<file path="config.mk">
export PLATFORM = sky130hd
export DESIGN_NAME = load_store_unit
export DESIGN_NICKNAME = d
export VERILOG_FILES = /design/src/rtl/load_store_unit.sv
export SDC_FILE = /design/constraint.sdc
export NUM_CORES = 1
export LEC_CHECK = 0
export CAP_MARGIN = 10
export CORE_ASPECT_RATIO = 1.4
export CORE_MARGIN = 5
export CORE_UTILIZATION = 30
export DETAILED_ROUTE_END_ITERATION = 10
export SETUP_SLACK_MARGIN = 0.3
export SLEW_MARGIN = 25
export SYNTH_ARGS = -nofsm -noshare
export SYNTH_HDL_FRONTEND = slang
export SYNTH_SLANG_ARGS = --single-unit
</file>
<file path="constraint.sdc">
create_clock -name clk -period 3 [get_ports clk]
set_input_delay 0.45 -clock clk [delete_from_list [all_inputs] [get_ports clk]]
set_output_delay 0.45 -clock clk [all_outputs]
set_load 0.01 [all_outputs]
</file>
<file path="src/rtl/load_store_unit.sv">
// RV32I load/store unit: drives a req/gnt/rvalid data memory port and stalls upstream while busy.
// Optional LSU_MISALIGN_TRAP_EN: misaligned H/W accesses complete at once with lsu_misalign set.
module load_store_unit #(
   parameter int unsigned DATA_WIDTH = 32,
   parameter int unsigned ADDR_WIDTH = 32
) (
   input  logic                  clk,
   input  logic                  rst_n,
   input  logic                  lsu_valid,
   input  logic                  lsu_we,
   input  logic [2:0]            lsu_funct3,
   input  logic [ADDR_WIDTH-1:0] lsu_addr,
   input  logic [DATA_WIDTH-1:0] lsu_wdata,
   output logic                  lsu_stall,
   output logic                  lsu_done,
   output logic [DATA_WIDTH-1:0] lsu_rdata,
   output logic                  lsu_misalign,
   output logic                  mem_req,
   output logic                  mem_we,
   output logic [ADDR_WIDTH-1:0] mem_addr,
   output logic [3:0]            mem_be,
   output logic [DATA_WIDTH-1:0] mem_wdata,
   input  logic                  mem_gnt,
   input  logic                  mem_rvalid,
   input  logic [DATA_WIDTH-1:0] mem_rdata
);

   localparam int unsigned SHW = 5;

   typedef enum logic [1:0] {IDLE, REQ, WAIT, DONE} state_t;

   state_t                  state_q, state_d;
   logic                    we_q, we_d;
   logic [2:0]              f3_q, f3_d;
   logic [1:0]              off_q, off_d;
   logic                    mem_req_d, mem_we_d, done_d, misalign_d;
   logic [ADDR_WIDTH-1:0]   mem_addr_d;
   logic [3:0]              mem_be_d;
   logic [DATA_WIDTH-1:0]   mem_wdata_d, rdata_d;

   logic [1:0]              off_c;
   logic [3:0]              be_c;
   logic [DATA_WIDTH-1:0]   wdata_c, shifted_c, ext_c;
`ifdef LSU_MISALIGN_TRAP_EN
   logic                    misal_c;
`endif

   // Access size decode: lane offset masked to the natural alignment of the size
   always_comb begin
      off_c   = 2'b00;
      be_c    = 4'b1111;
      wdata_c = lsu_wdata;
      unique case (lsu_funct3[1:0])
         2'b00: begin
            off_c   = lsu_addr[1:0];
            be_c    = 4'b0001 << lsu_addr[1:0];
            wdata_c = {4{lsu_wdata[7:0]}};
         end
         2'b01: begin
            off_c   = {lsu_addr[1], 1'b0};
            be_c    = 4'b0011 << {lsu_addr[1], 1'b0};
            wdata_c = {2{lsu_wdata[15:0]}};
         end
         default: ;
      endcase
   end

`ifdef LSU_MISALIGN_TRAP_EN
   always_comb begin
      misal_c = 1'b0;
      if (lsu_funct3[1:0] == 2'b01)
         misal_c = lsu_addr[0];
      else if (lsu_funct3[1] == 1'b1)
         misal_c = (lsu_addr[1:0] != 2'b00);
   end
`endif

   // Load result: move addressed lane to bit 0, then sign/zero extend
   always_comb begin
      shifted_c = mem_rdata >> SHW'({off_q, 3'b000});
      ext_c     = shifted_c;
      unique case (f3_q[1:0])
         2'b00:   ext_c = {{24{~f3_q[2] & shifted_c[7]}}, shifted_c[7:0]};
         2'b01:   ext_c = {{16{~f3_q[2] & shifted_c[15]}}, shifted_c[15:0]};
         default: ;
      endcase
   end

   assign lsu_stall = rst_n & (((state_q == IDLE) & lsu_valid) | (state_q == REQ) | (state_q == WAIT));

   always_comb begin
      state_d     = state_q;
      we_d        = we_q;
      f3_d        = f3_q;
      off_d       = off_q;
      mem_req_d   = mem_req;
      mem_we_d    = mem_we;
      mem_addr_d  = mem_addr;
      mem_be_d    = mem_be;
      mem_wdata_d = mem_wdata;
      rdata_d     = lsu_rdata;
      done_d      = 1'b0;
      misalign_d  = 1'b0;
      unique case (state_q)
         IDLE: begin
            if (lsu_valid) begin
               we_d        = lsu_we;
               f3_d        = lsu_funct3;
               off_d       = off_c;
               mem_we_d    = lsu_we;
               mem_addr_d  = {lsu_addr[ADDR_WIDTH-1:2], 2'b00};
               mem_be_d    = be_c;
               mem_wdata_d = wdata_c;
`ifdef LSU_MISALIGN_TRAP_EN
               if (misal_c) begin
                  state_d    = DONE;
                  done_d     = 1'b1;
                  misalign_d = 1'b1;
               end else begin
                  state_d   = REQ;
                  mem_req_d = 1'b1;
               end
`else
               state_d   = REQ;
               mem_req_d = 1'b1;
`endif
            end
         end
         REQ: begin
            if (mem_gnt) begin
               mem_req_d = 1'b0;
               if (we_q) begin
                  state_d = DONE;
                  done_d  = 1'b1;
               end else begin
                  state_d = WAIT;
               end
            end
         end
         WAIT: begin
            if (mem_rvalid) begin
               rdata_d = ext_c;
               state_d = DONE;
               done_d  = 1'b1;
            end
         end
         DONE: state_d = IDLE;
         default: state_d = IDLE;
      endcase
   end

   always_ff @(posedge clk or negedge rst_n) begin
      if (!rst_n) begin
         state_q      <= IDLE;
         we_q         <= 1'b0;
         f3_q         <= 3'b000;
         off_q        <= 2'b00;
         mem_req      <= 1'b0;
         mem_we       <= 1'b0;
         mem_addr     <= '0;
         mem_be       <= 4'b0000;
         mem_wdata    <= '0;
         lsu_rdata    <= '0;
         lsu_done     <= 1'b0;
         lsu_misalign <= 1'b0;
      end else begin
         state_q      <= state_d;
         we_q         <= we_d;
         f3_q         <= f3_d;
         off_q        <= off_d;
         mem_req      <= mem_req_d;
         mem_we       <= mem_we_d;
         mem_addr     <= mem_addr_d;
         mem_be       <= mem_be_d;
         mem_wdata    <= mem_wdata_d;
         lsu_rdata    <= rdata_d;
         lsu_done     <= done_d;
         lsu_misalign <= misalign_d;
      end
   end

endmodule

</file>
=== Word level (Yosys, flattened, before mapping) ===
Cells that the tools add are included.

* Input bits: 105
* Word-level logic and storage cells: 52
* Register bits: 108

* Bitwise logic cells: 7
* Eq/ne operators: 8
* Reduce and logical (&&, ||, !) cells: 8
* Muxes and demuxes: 16
* Shifts and indexed selects: 3

{| class="wikitable"
|+ Operators with widths
! kind !! number
|-
| $pmux W32 S2 || 2
|-
| $shr A32 B5 Y32 || 1
|-
| $pmux W2 S4 || 1
|-
| $pmux W4 S2 || 1
|-
| $eq A2 B1 Y1 const B || 3
|-
| $logic_not A2 Y1 || 3
|-
| $mux W1 || 6
|-
| $mux W2 || 3
|-
| $ne A2 B2 Y1 const B || 3
|-
| $reduce_and A3 Y1 || 2
|-
| $and A1 B1 Y1 || 4
|-
| $eq A2 B2 Y1 const B || 2
|-
| $pmux W1 S2 || 2
|-
| $pmux W2 S2 || 1
|-
| $reduce_and A2 Y1 || 2
|-
| $shl A1 B2 Y4 const A || 1
|-
| $shl A2 B2 Y4 const A || 1
|-
| $or A1 B1 Y1 || 2
|-
| $reduce_bool A2 Y1 || 1
|-
| $not A1 Y1 || 1
|}

=== Longest topological paths before layout ===
Gate-level depths: netlist of run 1.

* Depth in word-level cells: 5
* Mapped depth: 7
* Gate-level depth less buffers: 5

=== Worst setup path after synthesis of run 1 ===
No wires, ideal clock.

* Kind: flip-flop to output port
* Start point: register state_q[0]
* End point: output lsu_stall
* Arrival: 1.377 ns
* Data required time: 2.550 ns
* Stages on the path, launching flop included: 7
* Slack: 1.173 ns
* Buffers on the path: 2
* Cell sequence: dfrtp_1 > inv_1 > ha_1 > and2_1 > clkbuf_1 > buf_2 > o31a_1

* Cells in the longest elaborated chain, start to end: 5
* Elaborated cells between the ends (all ways): 7
* Those cells by class: eq/ne: 2; bitwise: 4; reduce/logical: 1

{| class="wikitable"
|+ Ends and longest elaborated chain
! what !! RTL line !! text
|-
| start, declared || 32 || <nowiki>state_t state_q, state_d;</nowiki>
|-
| start signal, assigned || 167 || <nowiki>state_q <= state_d;</nowiki>
|-
| $logic_not A2 Y1 || 89 || <nowiki>assign lsu_stall = rst_n & (((state_q == IDLE) & lsu_valid) | (state_q == REQ) | (state_q == WAIT));</nowiki>
|-
| $and A1 B1 Y1 || 89 ||
|-
| $or A1 B1 Y1 || 89 ||
|-
| $or A1 B1 Y1 * || 89 ||
|-
| $and A1 B1 Y1 * || 89 ||
|-
| end, declared || 14 || <nowiki>output logic lsu_stall,</nowiki>
|}

Every way passes the cells marked *; elsewhere a longest branch is shown, timed or not.

=== Worst setup path in the final report of run 1 ===
* Start point: register state_q[1]
* End point: output lsu_stall

Same word-level chain as after synthesis.

==> results.yml, run 1 <==
timing:
  finalSetupViolCount: 0
  tns_ns: 0
  whs_ns: 0.238
  finalCritPeriodShare_pct: 81.7
  maxSlewViolCount: 0
  rsz0062_at_grt: "no"
  clock.fmax_ghz: 0.408
  timing.slew.headroom_pct: 44.4
  worst_pin_slew_ns: 0.835
  hold_violations: 0
  fin_worst_skew_ns: 0.00990
  fin_crit_ns: 2.45
  fin_ws_ns: 0.550
final_layout:
  seq_area_um2: 2700
  multi_input_area_um2: 2200
  final_nets: 738
  drive_gt1_share_pct: 15.1
  diodes: 0
  num-fill-cells: 1579
  syn_to_final_growth_pct: 50.0
  final_core_util_pct: 45.8
synthesis:
  avgSynthCellArea_um2: 11.9
  synthArstFlopShare_pct: 100
  netlist-cell-type-count: 38
  synth_top_area_cell: "dfrtp_1"
  ys_seq_elements: 108
  syn_inst: 429
  synth_flop_cell: "dfrtp_1"
  syn_area_um2: 5110
  yosys-top-cells-area: "dfrtp_1 (53%), mux2_2 (13%), mux2i_1 (11%)"
  synth_edf_count: 0
  synth_top_area_share_pct: 52.8
  yosysWarnings: 0
  ys_seq_area_share_pct: 52.8
run:
  drv_cap: 0
global_routing:
  antenna_found_initial: 1
  grt_pass1_wl_um: 25600
  grt_pass1_vias: 4550
  grt_max_degree: 63
  track_usage_pct: 16.5
  grt_overflow_total: 0
worst_setup_path:
  crit_required_ns: 2.55
  r2r_setup_slack_ns: 0.97
  r2r_start: "state_q[0]"
  cp.arrival_ns: 2.00
  cp-end-kind: "primary output"
  crit_type: "flip-flop to primary output"
  crit_path_max_fanout: 4
  cp-start-kind: "flip-flop"
  critPathLaunch: "state_q[1]"
  r2r-end: "lsu_rdata[28]"
  r2r_cells: 5
floorplanning:
  pin_count: 210
  die_area_um2: 19800
  floorplan.initialDensity_pct: 30.5
  design.core.area_um2: 16700
  die_y_um: 164
  die_x_um: 120
  rows: 56
route:
  drt-wirelength-per-cell_um: 19.8
  routed_via_density: 5.02
  vias: 4203
  wl_um: 16600
  antenna_left: 0
  drc: 0
  drt_iter0_drc: 267
  drtPass1Iterations: 4
clock_tree:
  htree_num_levels: 3
  clock_latency_ns: 0.34
  cts_setup_buffers: 0
  cts_resized: 0
  cts_tree: "done"
  ctsHoldBuffers: 0
  root_buffer: "clkbuf_16"
  clk_pin_slew_ns: 0.07
  clock_sinks: 108
  clockBufferDepth: 2
  cts_buffers: 9
placement:
  finalWeightedCongestion: 0.917
  portBuffers: 206
  dp_slack_ns: 0.653
  post-dp-hpwl_um: 12700
power_and_ir_drop:
  power-per-cell-area_nw_per_um2: 963
  power_mw: 7.39
  ir_drop_mv: 0.460
  leakagePower_nw: 3.26
worst_hold_path:
  hp-class: "input port to async pin"
run_status:
  status: "complete, no violations"
## flip-flops by register name, summed over array words and instances (netlist names)
register,flops
f3_q,3
mem_wdata,32
state_q,2
mem_be,4
we_q,1
lsu_done,1
mem_addr,30
lsu_rdata,32
off_q,2
mem_req,1
## critical path, stage by stage (launching register included)
cell and delay, ns:
dfrtp_1 0.40, inv_1 0.10, ha_1 0.25, and2_2 0.20, o31a_1 0.24, clkdlybuf4s50_1 0.48
## area by class of cell
cell class,count,area share (%)
multi-input combinational,271,28.7
inverter,21,1.03
clock inverter,5,0.555
sequential,108,35.2
timing repair buffer,218,28.0
tap,203,3.31
clock buffer,11,3.16
## power breakdown
part	total (mW)	internal (mW)	switching, mW
combinational	3.62	2.07	1.55
sequential	2.61	2.16	0.449
clock	1.16	0.600	0.556
## cell usage after synthesis (2+ instances only)
cell type  instances
ha_1               4
mux2_2            58
dfrtp_1          108
buf_1              3
o211a_1            8
a21oi_1            4
mux2i_1           55
nand3_1            2
inv_1             21
nand2_1           55
o221ai_1          24
and2_1             2
buf_2             11
or2_2              2
nand2b_1           5
clkbuf_1          11
buf_4              5
mux4_2             2
o21ai_0           30
## layout by cell type (no fill, tap or decap), types with 2 or more instances in the layout
cell,instances
a21oi_1,4
buf_4,13
clkbuf_16,9
clkdlybuf4s50_1,205
conb_1,3
dfrtp_1,108
ha_1,4
inv_1,21
inv_6,2
mux2_2,58
mux2i_1,55
mux4_2,2
nand2_1,54
nand2b_1,5
nand3_1,2
o211a_1,8
o21ai_0,30
o221ai_1,23
or2_2,2
## logic make-up after synthesis
group	share of synthesized area, %
AND/OR/NAND/NOR	6.53
buffers and inverters	4.48
adder cells (fa/ha/maj)	0.979
other	0.0733
flip-flops	52.8
AO/OA/AOI/OAI	10.7
multiplexers	24.4
## worst max path at each step
stage | end | slack, ns | cells after the start
after floorplan | lsu_stall | 1.17 | 6
after global placement | lsu_rdata[24] | 0.48 | 4
after detailed placement | lsu_rdata[13] | 0.65 | 4
after CTS | lsu_stall | 0.54 | 5
after global routing | lsu_stall | 0.45 | 5
final | lsu_stall | 0.55 | 5
## per-layer routing
metal,global-route usage [%],vias up,part of all wire [%]
met1,19.0,2037,38
met5,0,-,0.042
li1,-,1931,-
met2,28.8,205,50
met4,5.46,2,2.5
met3,5.52,28,9.4
## through the flow
step / area [µm²] / std cells
2_1_floorplan: 5120 / 431
3_3_place_gp: 7380 / 821
3_5_place_dp: 7390 / 821
4_1_cts: 7670 / 837
5_1_grt: 7670 / 837
6_report: 7670 / 837
Note: power is estimated with default switching activity, not from simulation.
==> inputs of run 2 (changes only) <==
==> constraint.sdc (replaced) <==
create_clock -name clk -period 2.2 [get_ports clk]
set_input_delay 0.33 -clock clk [delete_from_list [all_inputs] [get_ports clk]]
set_output_delay 0.33 -clock clk [all_outputs]
set_load 0.01 [all_outputs]
==> run 2 against run 1 <==
Highest routed layer unchanged. The flow now finishes with violations (negative hold slack). Worst setup slack got worse by 0.21 ns. Combinational power rose by 43%. Design area rose by 2.0%. Count of clock-buffer cells in the layout fell by 1. Utilization rose by 0.93 points. Die area did not move. Global-route usage rose by 0.080 points. Via count rose by 0.90%. Sequential power rose by 36%. Flip-flop and latch count did not move. Register-to-register slack got worse by 0.63 ns. Power rose by 40%. Critical path type is now flip-flop to flip-flop.
==> results.yml, run 2 (same netlist as run 1, synthesis figures left out) <==
worst_setup_path:
  cp_cell_sequence: "mux4_2 > a2111o_1 > o211a_1"
  slowest_stage: "mux4_2"
  crit_path_max_fanout: 7
  worst_path_largest_cell_delay_ns: 0.58
  cp.arrival_ns: 2.10
  r2r_start: "off_q[1]"
  crit_buf_inv: 0
  cp_top_family: "compound AO/OA/AOI/OAI gates"
  crit_type: "flip-flop to flip-flop"
  cp-end-kind: "flip-flop"
  crit_required_ns: 2.44
  critPathLaunch: "off_q[1]"
  cp-start-kind: "flip-flop"
clock_tree:
  cts_tree: "done"
  htree_num_levels: 3
  clk_pin_slew_ns: 0.08
  ctsHoldBuffers: 0
  clock_sinks: 108
  clock_latency_ns: 0.35
  clockBufferDepth: 2
  cts_buffers: 9
  root_buffer: "clkbuf_16"
timing:
  whs_ns: -0.0238
  rsz0062_at_grt: "yes"
  tns_ns: 0
  finalSetupViolCount: 0
  fin_crit_ns: 1.86
  worst_pin_slew_ns: 0.675
  finalCritPeriodShare_pct: 84.6
  maxSlewViolCount: 0
  fin_worst_skew_ns: 0.00945
  timing.slew.headroom_pct: 55.0
  hold_violations: 2
  clock.fmax_ghz: 0.537
final_layout:
  stdcell_area_um2: 7830
  drive_gt1_share_pct: 17.5
  diodes: 0
  reg_top3: "lsu_rdata (32), mem_wdata (32), mem_addr (30)"
  mostFrequentLayoutCells: "clkdlybuf4s50_1 (204), dfrtp_1 (108), mux2_2 (58), mux2i_1 (55), nand2_1 (54)"
  post_layout_nonfiller_instances: 850
  syn_to_final_growth_pct: 53.0
  layout_commonest_cell: "clkdlybuf4s50_1"
  final_nets: 751
floorplanning:
  pin_count: 210
  rows: 56
  design.core.area_um2: 16700
  die_x_um: 120
  die_y_um: 164
  die_area_um2: 19800
  floorplan.initialDensity_pct: 30.5
power_and_ir_drop:
  leakagePower_nw: 3.35
  power-per-cell-area_nw_per_um2: 1320
  ir_drop_mv: 0.555
placement:
  place_inst: 829
  finalWeightedCongestion: 0.869
  placedInstanceArea_um2: 7460
  portBuffers: 206
  post-dp-hpwl_um: 12800
route:
  drt_iter0_drc: 227
  antenna_left: 0
  wl_um: 16500
  vias: 4241
  drtPass1Iterations: 4
  drc: 0
  drt-wirelength-per-cell_um: 19.5
  routed_via_density: 4.99
run_status:
  status: "complete, but fails checks"
  violations: "negative hold slack"
global_routing:
  track_usage_pct: 16.6
  grt_overflow_total: 0
  grt_pass1_vias: 4589
  grt_pass1_wl_um: 25600
  grt_max_degree: 109
  antenna_found_initial: 1
run:
  drv_cap: 0
worst_hold_path:
  hp-class: "input port to async pin"
## run 2: cell types whose count changed in the layout (fill, tap and decap cells not counted), sizes merged
cell and delta:
clkbuf -1, clkinv +1, buf +14, clkdlybuf4s50 -1
## run 2: worst paths after layout
| check | endpoint | slack (ns) | cells after the start |
|---|---|---|---|
| min in group clk | mem_wdata[13] | 0.49 | 2 |
| min reg2reg | mem_wdata[13] | 0.49 | 2 |
| max in group asynchronous | mem_req | 1.64 | 2 |
| min | lsu_done | -0.02 | 2 |
| max reg2reg | lsu_rdata[13] | 0.34 | 3 |
| max | lsu_rdata[13] | 0.34 | 3 |
## run 2: routing by layer
layer / GRT usage [%] / vias up / wire, µm
met5: 0 / - / 7
met4: 6.60 / 2 / 462
met3: 5.10 / 25 / 1590
met2: 28.9 / 196 / 8250
met1: 19.0 / 2055 / 6240
li1: - / 1963 / -
## run 2: layout make-up
type	count	area, µm²
fill	1551	8920
sequential	108	2700
timing repair buffer	231	2280
multi-input combinational	271	2210
tap	203	254
clock buffer	10	239
inverter	21	78.8
clock inverter	6	53.8
## run 2: power breakdown
part           internal (mW)  leakage (nW)  switching [mW]
sequential              2.95          1.31           0.585
clock                  0.823         0.147           0.789
combinational           2.99          1.89            2.19
## run 2: through the flow
stage / hold WS (ns) / util (%) / power, mW / setup slack (ns)
after floorplan: 0.0344 / - / 5.88 / 0.411
final: -0.0238 / 46.7 / 10.3 / 0.339
after global routing: 0.110 / 46.7 / 11.0 / 0.292
after global placement: 0.463 / 44.6 / 8.53 / 0.0781
after detailed placement: 0.471 / 44.6 / 8.68 / 0.00391
after CTS: 0.0925 / 46.5 / 10.4 / 0.313
## run 2: what timing repair did
item                       in CTS  in global routing
pin swaps                       0                  1
buffers inserted                3                  2
hold endpoints to repair        0                  0
gates resized for setup         7                  3
setup endpoints to repair      40                 52
==> inputs of run 3 (changes only) <==
==> constraint.sdc (replaced) <==
create_clock -name clk -period 1.5 [get_ports clk]
set_input_delay 0.225 -clock clk [delete_from_list [all_inputs] [get_ports clk]]
set_output_delay 0.225 -clock clk [all_outputs]
set_load 0.01 [all_outputs]
==> run 3 against run 2 <==
Largest power group unchanged. Worst hold slack got worse by 0.016 ns. Largest cell class is now non-clock buffers. Count of clock-buffer cells in the layout decreased by 1. Sequential share of layout area decreased by 4.6 points. Highest routed layer is now met4. Utilization increased by 7.2 points. Final cell count increased by 11%. Design area increased by 15%. Combinational power increased by 92%. The flow finishes with violations (negative hold slack, negative setup slack). Sequential power increased by 46%. Flip-flop and latch count unchanged.
==> results.yml, run 3 (same netlist as run 1, synthesis figures left out) <==
run_status:
  status: "complete, but fails checks"
  violations: "negative hold slack, negative setup slack"
global_routing:
  grt_overflow_total: 0
  antenna_found_initial: 0
  track_usage_pct: 18.0
  grt_pass1_vias: 4947
  grt_max_degree: 109
  grt_pass1_wl_um: 28000
worst_setup_path:
  crit_type: "flip-flop to flip-flop"
  cp_cell_sequence: "mux4_2 > a2111o_1 > o211a_1"
  worst_path_largest_cell_delay_ns: 0.54
  cp-end-kind: "flip-flop"
  slowest_stage: "mux4_2"
  crit_path_max_fanout: 7
  crit_required_ns: 1.73
  cp.arrival_ns: 1.98
  cp-start-kind: "flip-flop"
final_layout:
  multi_input_area_um2: 2840
  num-fill-cells: 1465
  diodes: 0
  layout_commonest_cell: "dfrtp_1"
  drive_gt1_share_pct: 48.5
  syn_to_final_growth_pct: 76.6
  reg_top3: "lsu_rdata (32), mem_wdata (32), mem_addr (30)"
  stdcell_area_um2: 9030
  final_nets: 842
  mostFrequentLayoutCells: "dfrtp_1 (108), clkdlybuf4s50_1 (103), buf_2 (93), buf_4 (69), mux2_4 (50)"
  seq_area_um2: 2700
  post_layout_nonfiller_instances: 941
clock_tree:
  clockBufferDepth: 2
  ctsHoldBuffers: 0
  clock_latency_ns: 0.35
  clk_pin_slew_ns: 0.08
  root_buffer: "clkbuf_16"
  htree_num_levels: 3
  cts_buffers: 9
  cts_tree: "done"
  clock_sinks: 108
power_and_ir_drop:
  power_mw: 17.4
  leakagePower_nw: 4.24
  ir_drop_mv: 0.672
  power-per-cell-area_nw_per_um2: 1930
timing:
  finalSetupViolCount: 101
  fin_worst_skew_ns: 0.0114
  timing.slew.headroom_pct: 60.0
  rsz0062_at_grt: "yes"
  worst_pin_slew_ns: 0.599
  tns_ns: -12.80
  fin_crit_ns: 1.74
  fin_ws_ns: -0.241
  maxSlewViolCount: 0
  clock.fmax_ghz: 0.574
  hold_violations: 15
  finalCritPeriodShare_pct: 116
  whs_ns: -0.0394
route:
  drt-wirelength-per-cell_um: 19.6
  vias: 4583
  drtPass1Iterations: 4
  drc: 0
  wl_um: 18400
  drt_iter0_drc: 265
  routed_via_density: 4.87
  antenna_left: 0
placement:
  placedInstanceArea_um2: 8030
  post-dp-hpwl_um: 12600
  portBuffers: 206
  finalWeightedCongestion: 0.824
  place_inst: 860
  dp_slack_ns: -0.535
worst_hold_path:
  hp-class: "input port to async pin"
floorplanning:
  floorplan.initialDensity_pct: 30.5
  design.core.area_um2: 16700
  rows: 56
  die_x_um: 120
  pin_count: 210
  die_area_um2: 19800
  die_y_um: 164
run:
  drv_cap: 0
run 3: cell types whose count changed in the layout (fill, tap and decap cells not counted), moves of 9 or more:
cell             before  now
buf_2                 1   93
mux2_2               58    8
mux2_4                0   50
buf_6                 1   15
o21ai_0              30   10
o21ai_2               0   10
nand2_1              54   38
buf_12                3   19
o21ai_1               0   10
o221ai_1             24   15
nand2_2               1   14
clkdlybuf4s50_1     204  103
buf_4                22   69
run 3: final cells by class:
class | count | area share (%)
Tap cell | 203 | 2.81
Inverter | 21 | 0.873
Clock inverter | 7 | 0.720
Multi-Input combinational cell | 276 | 31.5
Timing Repair Buffer | 317 | 31.7
Clock buffer | 9 | 2.49
Sequential cell | 108 | 29.9
run 3: critical path: cells and delay by family (launching register included):
family / cells / cell delay, ns
flops: 1 / 0.39
mux: 1 / 0.54
compound gates: 2 / 0.69
run 3: final timing paths:
path,startpoint,to,slack [ns],cells after the start
setup / recovery,off_q[1],lsu_rdata[10],-0.24,3
hold / removal,rst_n,state_q[0],-0.04,2
setup reg to reg,off_q[1],lsu_rdata[10],-0.24,3
hold reg to reg,mem_wdata[18],mem_wdata[18],0.48,2
max in group asynchronous,rst_n,mem_addr[12],1.08,2
min in group clk,lsu_funct3[2],f3_q[2],0.47,3
run 3: where the power goes:
group	total (mW)	internal, mW	switching (mW)
Clock	2.34	1.17	1.17
Combinational	9.94	5.66	4.28
Sequential	5.17	4.33	0.834
run 3: metal layers:
layer  GRT usage, %  share of wire [%]
met5              0                  0
met3           3.94                6.2
met1           21.6                 40
met4           5.82                2.5
met2           32.1                 52
run 3: what timing repair did:
item | CTS | global route
resized for setup | 411 | 107
endpoints found under the setup margin | 210 | 141
pin swaps | 4 | 16
gates cloned | 9 | 5
buffers inserted | 35 | 16
run 3: stage by stage:
stage	hold WS (ns)	utilization [%]
after floorplan	-0.0706	-
after global placement	0.370	47.9
after detailed placement	0.383	47.9
after CTS	0.000402	52.5
after global routing	0.00669	53.9
final	-0.0394	53.9
